**config.mk**
```make
export PLATFORM = sky130hd
export DESIGN_NAME = bias_add_seq
export DESIGN_NICKNAME = d
export VERILOG_FILES = /design/src/rtl/lnet_pkg.sv /design/src/rtl/bias_sat_lane.sv /design/src/rtl/bias_add_seq.sv
export SDC_FILE = /design/constraint.sdc
export NUM_CORES = 1
export LEC_CHECK = 0
export CORE_MARGIN = 3
export CORE_UTILIZATION = 45
export DETAILED_ROUTE_END_ITERATION = 16
export GPL_TIMING_DRIVEN = 0
export PLACE_DENSITY_LB_ADDON = 0.05
export SLEW_MARGIN = 20
export SYNTH_ARGS = -nofsm -noshare
export SYNTH_HDL_FRONTEND = slang
export SYNTH_HIERARCHICAL = 1
export SYNTH_SLANG_ARGS = --single-unit
```
**constraint.sdc**
```tcl
create_clock -name clk -period 5.4 [get_ports clk]
set_input_delay 1.08 -clock clk [delete_from_list [all_inputs] [get_ports clk]]
set_output_delay 1.08 -clock clk [all_outputs]
set_load 0.01 [all_outputs]
```
**src/rtl/lnet_pkg.sv**
```systemverilog
// Shared definitions for the LSTM datapath bias-add stage.
// Holds default geometry, the FSM state encoding and lane-packing helpers.
// Configuration macro: BIAS_SAT_EN (defined = saturating narrowing, undefined = wrap).
package lnet_pkg;

  localparam int D_WL_DEF      = 24;
  localparam int ACC_WL_DEF    = 32;
  localparam int UNITS_NUM_DEF = 5;
  localparam int ROWS_DEF      = 6;
  localparam int ADDR_WL       = 8;

`ifdef BIAS_SAT_EN
  localparam bit SAT_EN = 1'b1;
`else
  localparam bit SAT_EN = 1'b0;
`endif

  typedef enum logic {
    ST_IDLE = 1'b0,
    ST_RUN  = 1'b1
  } state_t;

  // Bit offset of lane k in a vector packed with lanes of width wl.
  function automatic int lane_lo(input int k, input int wl);
    return k * wl;
  endfunction

endpackage

```
**src/rtl/bias_sat_lane.sv**
```systemverilog
// One unit of the bias-add: sign-extended add of accumulator and bias, then
// narrowing to D_WL (clamp when BIAS_SAT_EN is defined, two's-complement wrap otherwise).
// Ports: i_acc (ACC_WL signed), i_bias (D_WL signed), o_res (D_WL signed), o_sat (clamp applied).
// Purely combinational; no latency, no flow control.
module bias_sat_lane
  import lnet_pkg::*;
#(
  parameter int D_WL   = D_WL_DEF,
  parameter int ACC_WL = ACC_WL_DEF
) (
  input  logic [ACC_WL-1:0] i_acc,
  input  logic [D_WL-1:0]   i_bias,
  output logic [D_WL-1:0]   o_res,
  output logic              o_sat
);

  logic [ACC_WL:0]      w_sum;
  logic [ACC_WL-D_WL+1:0] w_top;
  logic                 w_ovf;
  logic [D_WL-1:0]      w_max;
  logic [D_WL-1:0]      w_min;

  // One extra bit of headroom means the add itself can never overflow.
  assign w_sum = {i_acc[ACC_WL-1], i_acc}
               + {{(ACC_WL+1-D_WL){i_bias[D_WL-1]}}, i_bias};

  // The sum fits in D_WL bits only if every bit from the D_WL sign bit up
  // is a copy of the true sign.
  assign w_top = w_sum[ACC_WL:D_WL-1];
  assign w_ovf = !((&w_top) || !(|w_top));

  assign w_max = {1'b0, {(D_WL-1){1'b1}}};
  assign w_min = {1'b1, {(D_WL-1){1'b0}}};

  // SAT_EN is a build constant; in wrap builds the clamp path folds away.
  assign o_sat = SAT_EN && w_ovf;
  assign o_res = o_sat ? (w_sum[ACC_WL] ? w_min : w_max) : w_sum[D_WL-1:0];

endmodule

```
**src/rtl/bias_add_seq.sv**
```systemverilog
// Row-sequenced bias-add: addresses the bias ROM by row, adds bias to each
// accumulator unit, narrows to D_WL and presents a registered valid/ready result.
// Latency 1 cycle from input transfer; acc_ready drops while a result is stalled.
// Ports: clk/rst (async active-high); start; acc_valid/acc_ready/acc_i input stream;
//   bias_addr/bias_i ROM lookup; out_valid/out_ready/out_o/row_o/last_o result stream;
//   done frame-end pulse; sat_flag sticky clamp indicator.
// Configuration macro: BIAS_SAT_EN (defined = saturate and flag, undefined = wrap, flag 0).
module bias_add_seq
  import lnet_pkg::*;
#(
  parameter int D_WL      = D_WL_DEF,
  parameter int ACC_WL    = ACC_WL_DEF,
  parameter int UNITS_NUM = UNITS_NUM_DEF,
  parameter int ROWS      = ROWS_DEF
) (
  input  logic                        clk,
  input  logic                        rst,
  input  logic                        start,
  input  logic                        acc_valid,
  output logic                        acc_ready,
  input  logic [UNITS_NUM*ACC_WL-1:0] acc_i,
  output logic [ADDR_WL-1:0]          bias_addr,
  input  logic [UNITS_NUM*D_WL-1:0]   bias_i,
  output logic                        out_valid,
  input  logic                        out_ready,
  output logic [UNITS_NUM*D_WL-1:0]   out_o,
  output logic [ADDR_WL-1:0]          row_o,
  output logic                        last_o,
  output logic                        done,
  output logic                        sat_flag
);

  localparam logic [ADDR_WL-1:0] LAST_ROW = ADDR_WL'(ROWS - 1);

  state_t                      r_state;
  state_t                      w_state_nxt;
  logic [ADDR_WL-1:0]          r_row_cnt;
  logic                        r_out_valid;
  logic [UNITS_NUM*D_WL-1:0]   r_out;
  logic [ADDR_WL-1:0]          r_row;
  logic                        r_last;
  logic                        r_done;
  logic                        r_sat;

  logic                        w_acc_ready;
  logic                        w_xfer;
  logic                        w_last_row;
  logic [UNITS_NUM*D_WL-1:0]   w_sum_vec;
  logic [UNITS_NUM-1:0]        w_lane_sat;

  // Per-unit add/narrow lanes.
  for (genvar k = 0; k < UNITS_NUM; k++) begin : g_lane
    bias_sat_lane #(
      .D_WL  (D_WL),
      .ACC_WL(ACC_WL)
    ) u_lane (
      .i_acc (acc_i[lane_lo(k, ACC_WL) +: ACC_WL]),
      .i_bias(bias_i[lane_lo(k, D_WL) +: D_WL]),
      .o_res (w_sum_vec[lane_lo(k, D_WL) +: D_WL]),
      .o_sat (w_lane_sat[k])
    );
  end

  // Ready depends only on registered state and out_ready, never on acc_valid.
  assign w_acc_ready = (r_state == ST_RUN) && (!r_out_valid || out_ready);
  assign w_xfer      = acc_valid && w_acc_ready;
  assign w_last_row  = (r_row_cnt == LAST_ROW);

  always_ff @(posedge clk or posedge rst) begin
    if (rst) begin
      r_state <= ST_IDLE;
    end else begin
      r_state <= w_state_nxt;
    end
  end

  always_comb begin
    w_state_nxt = r_state;
    case (r_state)
      ST_IDLE: if (start) w_state_nxt = ST_RUN;
      ST_RUN:  if (w_xfer && w_last_row) w_state_nxt = ST_IDLE;
      default: w_state_nxt = ST_IDLE;
    endcase
  end

  always_ff @(posedge clk or posedge rst) begin
    if (rst) begin
      r_row_cnt   <= '0;
      r_out_valid <= 1'b0;
      r_out       <= '0;
      r_row       <= '0;
      r_last      <= 1'b0;
      r_done      <= 1'b0;
      r_sat       <= 1'b0;
    end else begin
      r_done <= w_xfer && w_last_row;

      if ((r_state == ST_IDLE) && start) begin
        r_row_cnt <= '0;
        r_sat     <= 1'b0;
      end else if (w_xfer) begin
        r_row_cnt <= w_last_row ? '0 : r_row_cnt + 1'b1;
        r_sat     <= r_sat | (|w_lane_sat);
      end

      // A new transfer wins over a drain so back-to-back rows keep valid high.
      if (w_xfer) begin
        r_out       <= w_sum_vec;
        r_row       <= r_row_cnt;
        r_last      <= w_last_row;
        r_out_valid <= 1'b1;
      end else if (r_out_valid && out_ready) begin
        r_out_valid <= 1'b0;
      end
    end
  end

  assign acc_ready = w_acc_ready;
  assign bias_addr = r_row_cnt;
  assign out_valid = r_out_valid;
  assign out_o     = r_out;
  assign row_o     = r_row;
  assign last_o    = r_last;
  assign done      = r_done;
  assign sat_flag  = r_sat;

endmodule

```
Yosys cells after proc, flatten, opt, wreduce, memory -nomap -nowiden. Index checks and enable logic that the tools add are counted.

$add $sub $neg: 6. Equal/unequal tests: 1. Multiplexer cells: 8. Bitwise operators: 1. Reductions and logical operators: 9.

Operator list (count): 24-bit adder (5); 8-bit two-way mux (3); 8-bit by 1-bit adder with 8-bit output, second input constant (1); 8-bit by 3-bit == test with 1-bit output, second input constant (1); 1-bit logical AND (5); 1-bit two-way mux (4); 2-bit nonzero test (2); 1-bit one-hot mux with 2 select lines (1); 1-bit zero test (1); 1-bit logical OR (1); 1-bit inverter (1).

Bits in registers: 140. Output and inout bits: 141. Logic and storage cells: 32.

Longest topological paths before layout. Gate-level depths: netlist of the first run.

Depth after elaboration: 7. Mapped depth: 11. Depth with buffers taken out: 11.

By module. Netlist of the first run, hierarchy kept.

Modules (own cells, without submodules): bias_add_seq (times used 1, cells an instance 614, area each 5465.2 µm², sequential area each 3528.4 µm²); bias_sat_lane at g_lane[0].u_lane ... (times used 3, cells an instance 168, area each 1238.7 µm², sequential area each 0.0 µm²); bias_sat_lane at g_lane[3].u_lane (times used 1, cells an instance 179, area each 1270.0 µm², sequential area each 0.0 µm²); bias_sat_lane at g_lane[4].u_lane (times used 1, cells an instance 170, area each 1246.2 µm², sequential area each 0.0 µm²).

Worst setup path before layout of the first run. No wires, ideal clock.

Path kind: input to register. Start point: in acc_i[0]. End point: reg r_out[20], in the netlist out_o[20]. Library setup time: 0.117 ns. Arrival: 3.049 ns. Data required time: 5.283 ns. Path slack: 2.234 ns. Stages: 10. Buffers on the path: 0. Cells stage by stage: ha_1 fa_1 a211oi_1 o21bai_1 or3_1 a31o_1 o21a_1 xor2_1 nand2_1 nand2_1.

Longest elaborated chain between the ends: 1.

RTL lines: start: declaration (RTL line bias_add_seq.sv:21) `input logic [UNITS_NUM*ACC_WL-1:0] acc_i,`; 24-bit adder (RTL line bias_sat_lane.sv:25) `+ {{(ACC_WL+1-D_WL){i_bias[D_WL-1]}}, i_bias};`; named net w_sum_vec[20] (RTL line bias_add_seq.sv:48) `logic [UNITS_NUM*D_WL-1:0] w_sum_vec;`; end signal: assignment (RTL line bias_add_seq.sv:108) `r_out <= w_sum_vec;`; end: declaration (RTL line bias_add_seq.sv:39) `logic [UNITS_NUM*D_WL-1:0] r_out;`.

The timed path passes the listed nets, and every way through them passes these cells. A chain may end at the register's enable or synchronous reset.

Worst setup path in the final report of the first run.
Start point: in out_ready. End point: out acc_ready.

Longest elaborated chain between the ends: 2.

RTL lines: start: declaration (RTL line bias_add_seq.sv:25) `input logic out_ready,`; 1-bit logical OR (RTL line bias_add_seq.sv:65) `assign w_acc_ready = (r_state == ST_RUN) && (!r_out_valid || out_ready);`; 1-bit logical AND (RTL line bias_add_seq.sv:65); end: declaration (RTL line bias_add_seq.sv:20) `output logic acc_ready,`.

Every way passes these cells.

==> impl_metrics.csv, run 1 <==
group,metric,value,unit
status,status,"finished clean",
critical_path,cp-end-kind,"primary output",
critical_path,reg2reg_from,"out_valid$_DFFE_PP0P_",
cts,cts_setup_buffers,0,
layout,area_growth,41.8,%
critical_path,critical-path-max-stage-delay,610,ps
route,dr.pass1.iters,5,
critical_path,rr_endpoint,"out_o[96]$_DFFE_PP0P_",
timing,tightest_slew,986,ps
cts,cts_max_path_buffers,2,
grt,antenna_found_initial,3,
synth,synth_top_family_by_area,"simple AND/OR/NAND/NOR gates",
critical_path,crit_type,"in2out",
critical_path,start_kind,"input port",
cts,cts-resized-gates,0,
route,drt_wl_total,37100,um
synth,ys.flop_type,"dfrtp_1",
synth,synthAdderAreaFrac,13.4,%
synth,synth-edff-count,0,
synth,synth_nets,1874,
synth,synth_cell_type_count,77,
layout,post-route-util,65.3,%
pwr,p_leak,0.00778,uW
timing,finalClockSkew,10.5,ps
layout,layout_common_cells,"nand2_1, clkdlybuf4s50_1, dfrtp_1",
timing,fmax,273,MHz
cts,hold_buffers,0,
synth,synthSimpleGateAreaFrac,24.0,%
route,drc,0,
floorplanning,dieWidth,167,um
critical_path,cp.required,4320,ps
pwr,power_density,323,mW/mm2
critical_path,critical-path-top-delay-family,"buffers and inverters",
grt,grtUsageTotal,25.8,%
run,drv_cap,0,
synth,ys_seq_area_share,30.2,%
cts,cts_sinks,141,
floorplanning,die_h,167,um
critical_path,cp.depth,4,
placement,dp_hpwl,29600,um
layout,drive_gt1_share,6.26,%
layout,finalInstanceArea,0.0166,mm2
synth,ys_warn_count,6,
grt,grt_max_degree,73,
placement,place_congestion,0.936,
synth,ys_seq_elements,141,
critical_path,cpMostUsedCell,"clkdlybuf4s50_1",
floorplanning,core_area,0.0254,mm2
critical_path,arrival,2580,ps
cts,numCtsBuffers,17,
route,vias,12000,
critical_path,r2r_cells,7,
worst_hold_path,hold_path.class,"reg2reg",
floorplanning,pin_count,426,
critical_path,cp_max_fo,5,
placement,dpl-instance-area,0.0160,mm2
placement,portBuffers,385,
timing,slew_viol_final,0,
cts,path_clk_slew,70,ps
pwr,finalPower,5350,uW
floorplanning,dieArea,0.0280,mm2
cts,clock-root-buffer,"clkbuf_16",
timing,rsz0062_at_grt,"no",
timing,finalHoldViolations,0,
grt,grt_pass1_vias,11600,
synth,synth-async-reset-ratio,100,%
cts,cts_tree,"done",
critical_path,worst-path-buf-inv,2,
grt,grt_first_pass_wirelength,59200,um
synth,synth_compound_area_share,21.1,%
layout,mostFrequentLayoutCell,"nand2_1",
critical_path,r2r_setup_slack,3580,ps
floorplanning,initial_core_util,46.1,%
critical_path,cp_cell_sequence,"clkdlybuf4s50_1 -> nand2b_1 -> and2_1 -> clkdlybuf4s50_1",
synth,synth_area,0.0117,mm2
synth,synth_area_per_cell,7.97,um2
route,drtIter0Drc,716,
synth,synth.mux.area_fraction,0.0856,%
route,viasPerCell,5.40,
grt,grt_overflow_total,0,
floorplanning,rows,58,
route,antenna_left,0,
critical_path,critPathLaunch,"out_ready",
synth,synth-xor-area-share,7.34,%
layout,nets,2279,
pwr,ir_drop,0.000204,V
cts,clock_latency,430,ps
timing,fin_crit,3660,ps
timing,fin_crit_sh,67.7,%
route,wl_per_cell,16.7,um
critical_path,endpoint,"acc_ready",
critical_path,cpMaxStageDelayCell,"clkdlybuf4s50_1",
cts,cts_max_level,4,
timing,slew-limit-headroom,33.4,%
synth,netlist_instances,1467,
timing,finalSetupViolations,0,
[state kept, by name, indices dropped and copies added (netlist names)]
name       flops
out_o        120
bias_addr      8
row_o          8
done           1
last_o         1
out_valid      1
r_state        1
sat_flag       1
[per-layer routing]
metal,vias up,part of all wire [%],GRT usage [%]
met1,5520,41,32.2
li1,5944,-,-
met2,424,48,43.5
met4,4,3.1,8.93
met3,65,7.6,6.61
met5,-,0.062,0
[worst min path at each step]
stage          cells past startpoint  slack, ps                     to             startpoint
2_1_floorplan                      2        510  out_o[48]$_DFFE_PP0P_  out_o[48]$_DFFE_PP0P_
3_3_place_gp                       2        460   out_o[0]$_DFFE_PP0P_   out_o[0]$_DFFE_PP0P_
3_5_place_dp                       2        460  out_o[94]$_DFFE_PP0P_  out_o[94]$_DFFE_PP0P_
4_1_cts                            2        480   out_o[2]$_DFFE_PP0P_   out_o[2]$_DFFE_PP0P_
5_1_grt                            2        490   row_o[2]$_DFFE_PP0P_   row_o[2]$_DFFE_PP0P_
6_report                           2        470  out_o[15]$_DFFE_PP0P_  out_o[15]$_DFFE_PP0P_
[layout make-up]
type                            instances  area, um2
Timing Repair Buffer                  386       3880
Clock inverter                         14        149
Buffer                                 60        347
Sequential cell                       141       3530
Fill cell                            2329       8810
Inverter                               27        109
Antenna cell                            1       2.50
Multi-Input combinational cell       1239       7720
Clock buffer                           18        439
Tap cell                              330        413
[synth_stat cells (17+ instances only)]
library cell	instances	area, um2
ha_1	117	1460
nand2_1	462	1730
buf_2	27	135
dfrtp_1	141	3530
a21oi_1	88	440
nand3_1	34	170
clkbuf_1	18	67.6
o21ai_0	44	220
inv_1	27	101
nor3_1	17	85.1
xnor2_1	65	569
nor2_1	54	203
o21bai_1	23	173
xor2_1	33	289
nand4_1	26	163
a21o_1	51	383
[power by group]
group | leakage [uW] | internal, uW | switching [uW]
Combinational | 0.00575 | 1290 | 1270
Sequential | 0.00174 | 1410 | 205
Clock | 0.000285 | 628 | 556
Total | 0.00778 | 3320 | 2030
[through the flow]
| stage | setup slack, ps | hold slack, ps | instances | TNS [ps] |
|---|---|---|---|---|
| final | 1740 | 472 | 2216 | 0 |
| after floorplan | 539 | 511 | 1467 | 0 |
| after CTS | 1750 | 478 | 2215 | 0 |
| after global routing | 1710 | 493 | 2216 | 0 |
| after detailed placement | 1430 | 461 | 2183 | 0 |
| after global placement | -1830 | 457 | 2182 | -256190 |
[cell families after synthesis]
kind of cell / count (synthesis)
compound gates: 355
xor+xnor: 98
fa+ha+maj: 122
buf+inv: 87
flops: 141
mux: 1
other cells: 5
simple gates: 658
[worst reg2reg max path: cells and delay by family, from the launching register on]
kind                   cells  cell delay (ps)
DFF                        1              380
buffers and inverters      3              750
and+or+nand+nor            4              640
(Power assumes the default switching activity.)
==> run 2: changes to the inputs <==
==> constraint.sdc (replaced) <==
create_clock -name clk -period 3.5 [get_ports clk]
set_input_delay 0.7 -clock clk [delete_from_list [all_inputs] [get_ports clk]]
set_output_delay 0.7 -clock clk [all_outputs]
set_load 0.01 [all_outputs]
==> run 2 against run 1 <==
Compared with the run above: clock power grew 49%; critical path depth grew 7; die area is the same; non-clock buffer count grew 3; hold slack lost 1.7 ps; setup slack lost 1400 ps; via count shrank 0.47%; largest cell class unchanged.
==> impl_metrics.csv, run 2 (synthesized netlist as in run 1, its figures left out) <==
group,metric,value,unit
status,status,"finished clean",
floorplanning,die_h,167,um
floorplanning,core_area,0.0254,mm2
critical_path,cp.required,3870,ps
layout,drive_gt1_share,6.36,%
grt,grt_overflow_total,0,
route,dr.pass1.iters,7,
floorplanning,pin_count,426,
layout,finalInstanceArea,0.0166,mm2
run,drv_cap,0,
cts,clock-root-buffer,"clkbuf_16",
critical_path,cp_cell_sequence,"clkdlybuf4s50_1 -> ha_1 -> a21o_1 -> nand4_1 -> a31oi_1 -> o41ai_1 -> o21ai_0 -> a21oi_1 -> xnor2_1 -> nand2_1 -> nand2_1",
timing,fin_setup_tns,0,ps
cts,path_clk_slew,80,ps
layout,mostFrequentLayoutCell,"nand2_1",
cts,cts_setup_buffers,0,
timing,slew_viol_final,0,
timing,fin_crit_sh,91.3,%
floorplanning,dieWidth,167,um
placement,place_congestion,0.924,
cts,hold_buffers,0,
route,drtIter0Drc,760,
layout,largest_reg_flops,120,
pwr,ir_drop,0.000297,V
cts,cts_max_level,4,
timing,finalClockSkew,14.1,ps
route,antenna_left,0,
timing,fmax,313,MHz
floorplanning,rows,58,
grt,grtUsageTotal,25.7,%
route,wl_per_cell,16.6,um
cts,cts_sinks,141,
layout,area_growth,42.0,%
critical_path,cpMaxStageDelayCell,"o41ai_1",
cts,cts-resized-gates,0,
route,vias,11900,
layout,layout_common_cells,"nand2_1, clkdlybuf4s50_1, dfrtp_1",
grt,grt_pass1_vias,11700,
grt,grt_max_degree,33,
cts,clock_latency,430,ps
grt,grt_first_pass_wirelength,59300,um
critical_path,start_kind,"input port",
cts,cts_tree,"done",
timing,finalHoldViolations,0,
floorplanning,initial_core_util,46.1,%
critical_path,crit_type,"in2reg",
pwr,power_density,493,mW/mm2
cts,cts_max_path_buffers,2,
timing,rsz0062_at_grt,"no",
critical_path,cpMostUsedCell,"nand2_1",
critical_path,arrival,3560,ps
grt,antenna_found_initial,1,
critical_path,cp_max_fo,4,
timing,fin_crit,3200,ps
timing,slew-limit-headroom,31.2,%
cts,numCtsBuffers,17,
timing,tightest_slew,1020,ps
placement,portBuffers,385,
timing,finalSetupViolations,0,
route,drt_wl_total,36900,um
pwr,p_leak,0.00777,uW
layout,nets,2282,
placement,dp_hpwl,29900,um
worst_hold_path,hold_path.class,"reg2reg",
placement,dpl-instance-area,0.0160,mm2
critical_path,critical-path-max-stage-delay,920,ps
floorplanning,dieArea,0.0280,mm2
route,viasPerCell,5.37,
route,drc,0,
critical_path,cp-end-kind,"flip-flop",
==> run 2: changes by cell type in the layout (fill, tap and decap cells not counted) <==
cell	before	now
clkinvlp_4	1	6
inv_6	5	4
clkinv_8	3	1
buf_12	0	4
clkinv_4	3	1
clkbuf_8	2	1
buf_16	1	0
==> run 2: where the power goes <==
group / total (uW) / internal (uW) / switching, uW / leakage (uW)
registers: 2500 / 2170 / 328 / 0.00174
clock network: 1760 / 933 / 829 / 0.000258
logic: 3940 / 1990 / 1940 / 0.00577
total: 8200 / 5100 / 3100 / 0.00777
==> run 2: final cells by class <==
class                      count  area (um2)
fill                        2284        8790
multi-input combinational   1239        7720
tap                          330         413
clock inverter                14         131
clock buffer                  17         425
timing repair buffer         389        3930
buffer                        60         347
inverter                      27         105
antenna                        1        2.50
sequential                   141        3530
==> run 2: worst paths after layout <==
kind	slack [ps]	cells past startpoint	endpoint	startpoint
max in group asynchronous	1960	4	out_o[86]$_DFFE_PP0P_	rst
hold reg to reg	470	2	out_o[117]$_DFFE_PP0P_	out_o[117]$_DFFE_PP0P_
setup / recovery	300	11	out_o[111]$_DFFE_PP0P_	acc_i[129]
hold / removal	470	2	out_o[117]$_DFFE_PP0P_	out_o[117]$_DFFE_PP0P_
setup reg to reg	1780	7	out_o[89]$_DFFE_PP0P_	out_valid$_DFFE_PP0P_
min in group asynchronous	710	2	out_o[105]$_DFFE_PP0P_	rst
==> run 2: worst max-delay path, delay by kind of cell <==
family	cells	cell delay, ps
xor gates and xnor gates	1	130
adders and majority gates	1	330
AOI/OAI and AO/OA	5	1680
buffers and inverters	1	490
and+or+nand+nor	3	220
==> run 2: metal layers <==
layer  vias up  global-route usage, %  share of wire, %
li1       5937                      -                 -
met3        43                   7.34               7.7
met5         -                      0                 0
met4         0                   7.40               2.4
met2       381                   43.9                48
met1      5540                   31.9                42
==> run 2: per-stage QoR <==
stage	instances	power, uW	util [%]	hold WS (ps)	worst slack (ps)
after floorplan	1467	4450	-	511	714
after global placement	2182	6390	62.9	457	-404
after detailed placement	2186	6460	63.2	461	-62.7
after CTS	2217	8270	65.4	478	369
after global routing	2218	8770	65.4	491	204
final	2218	8200	65.4	470	305
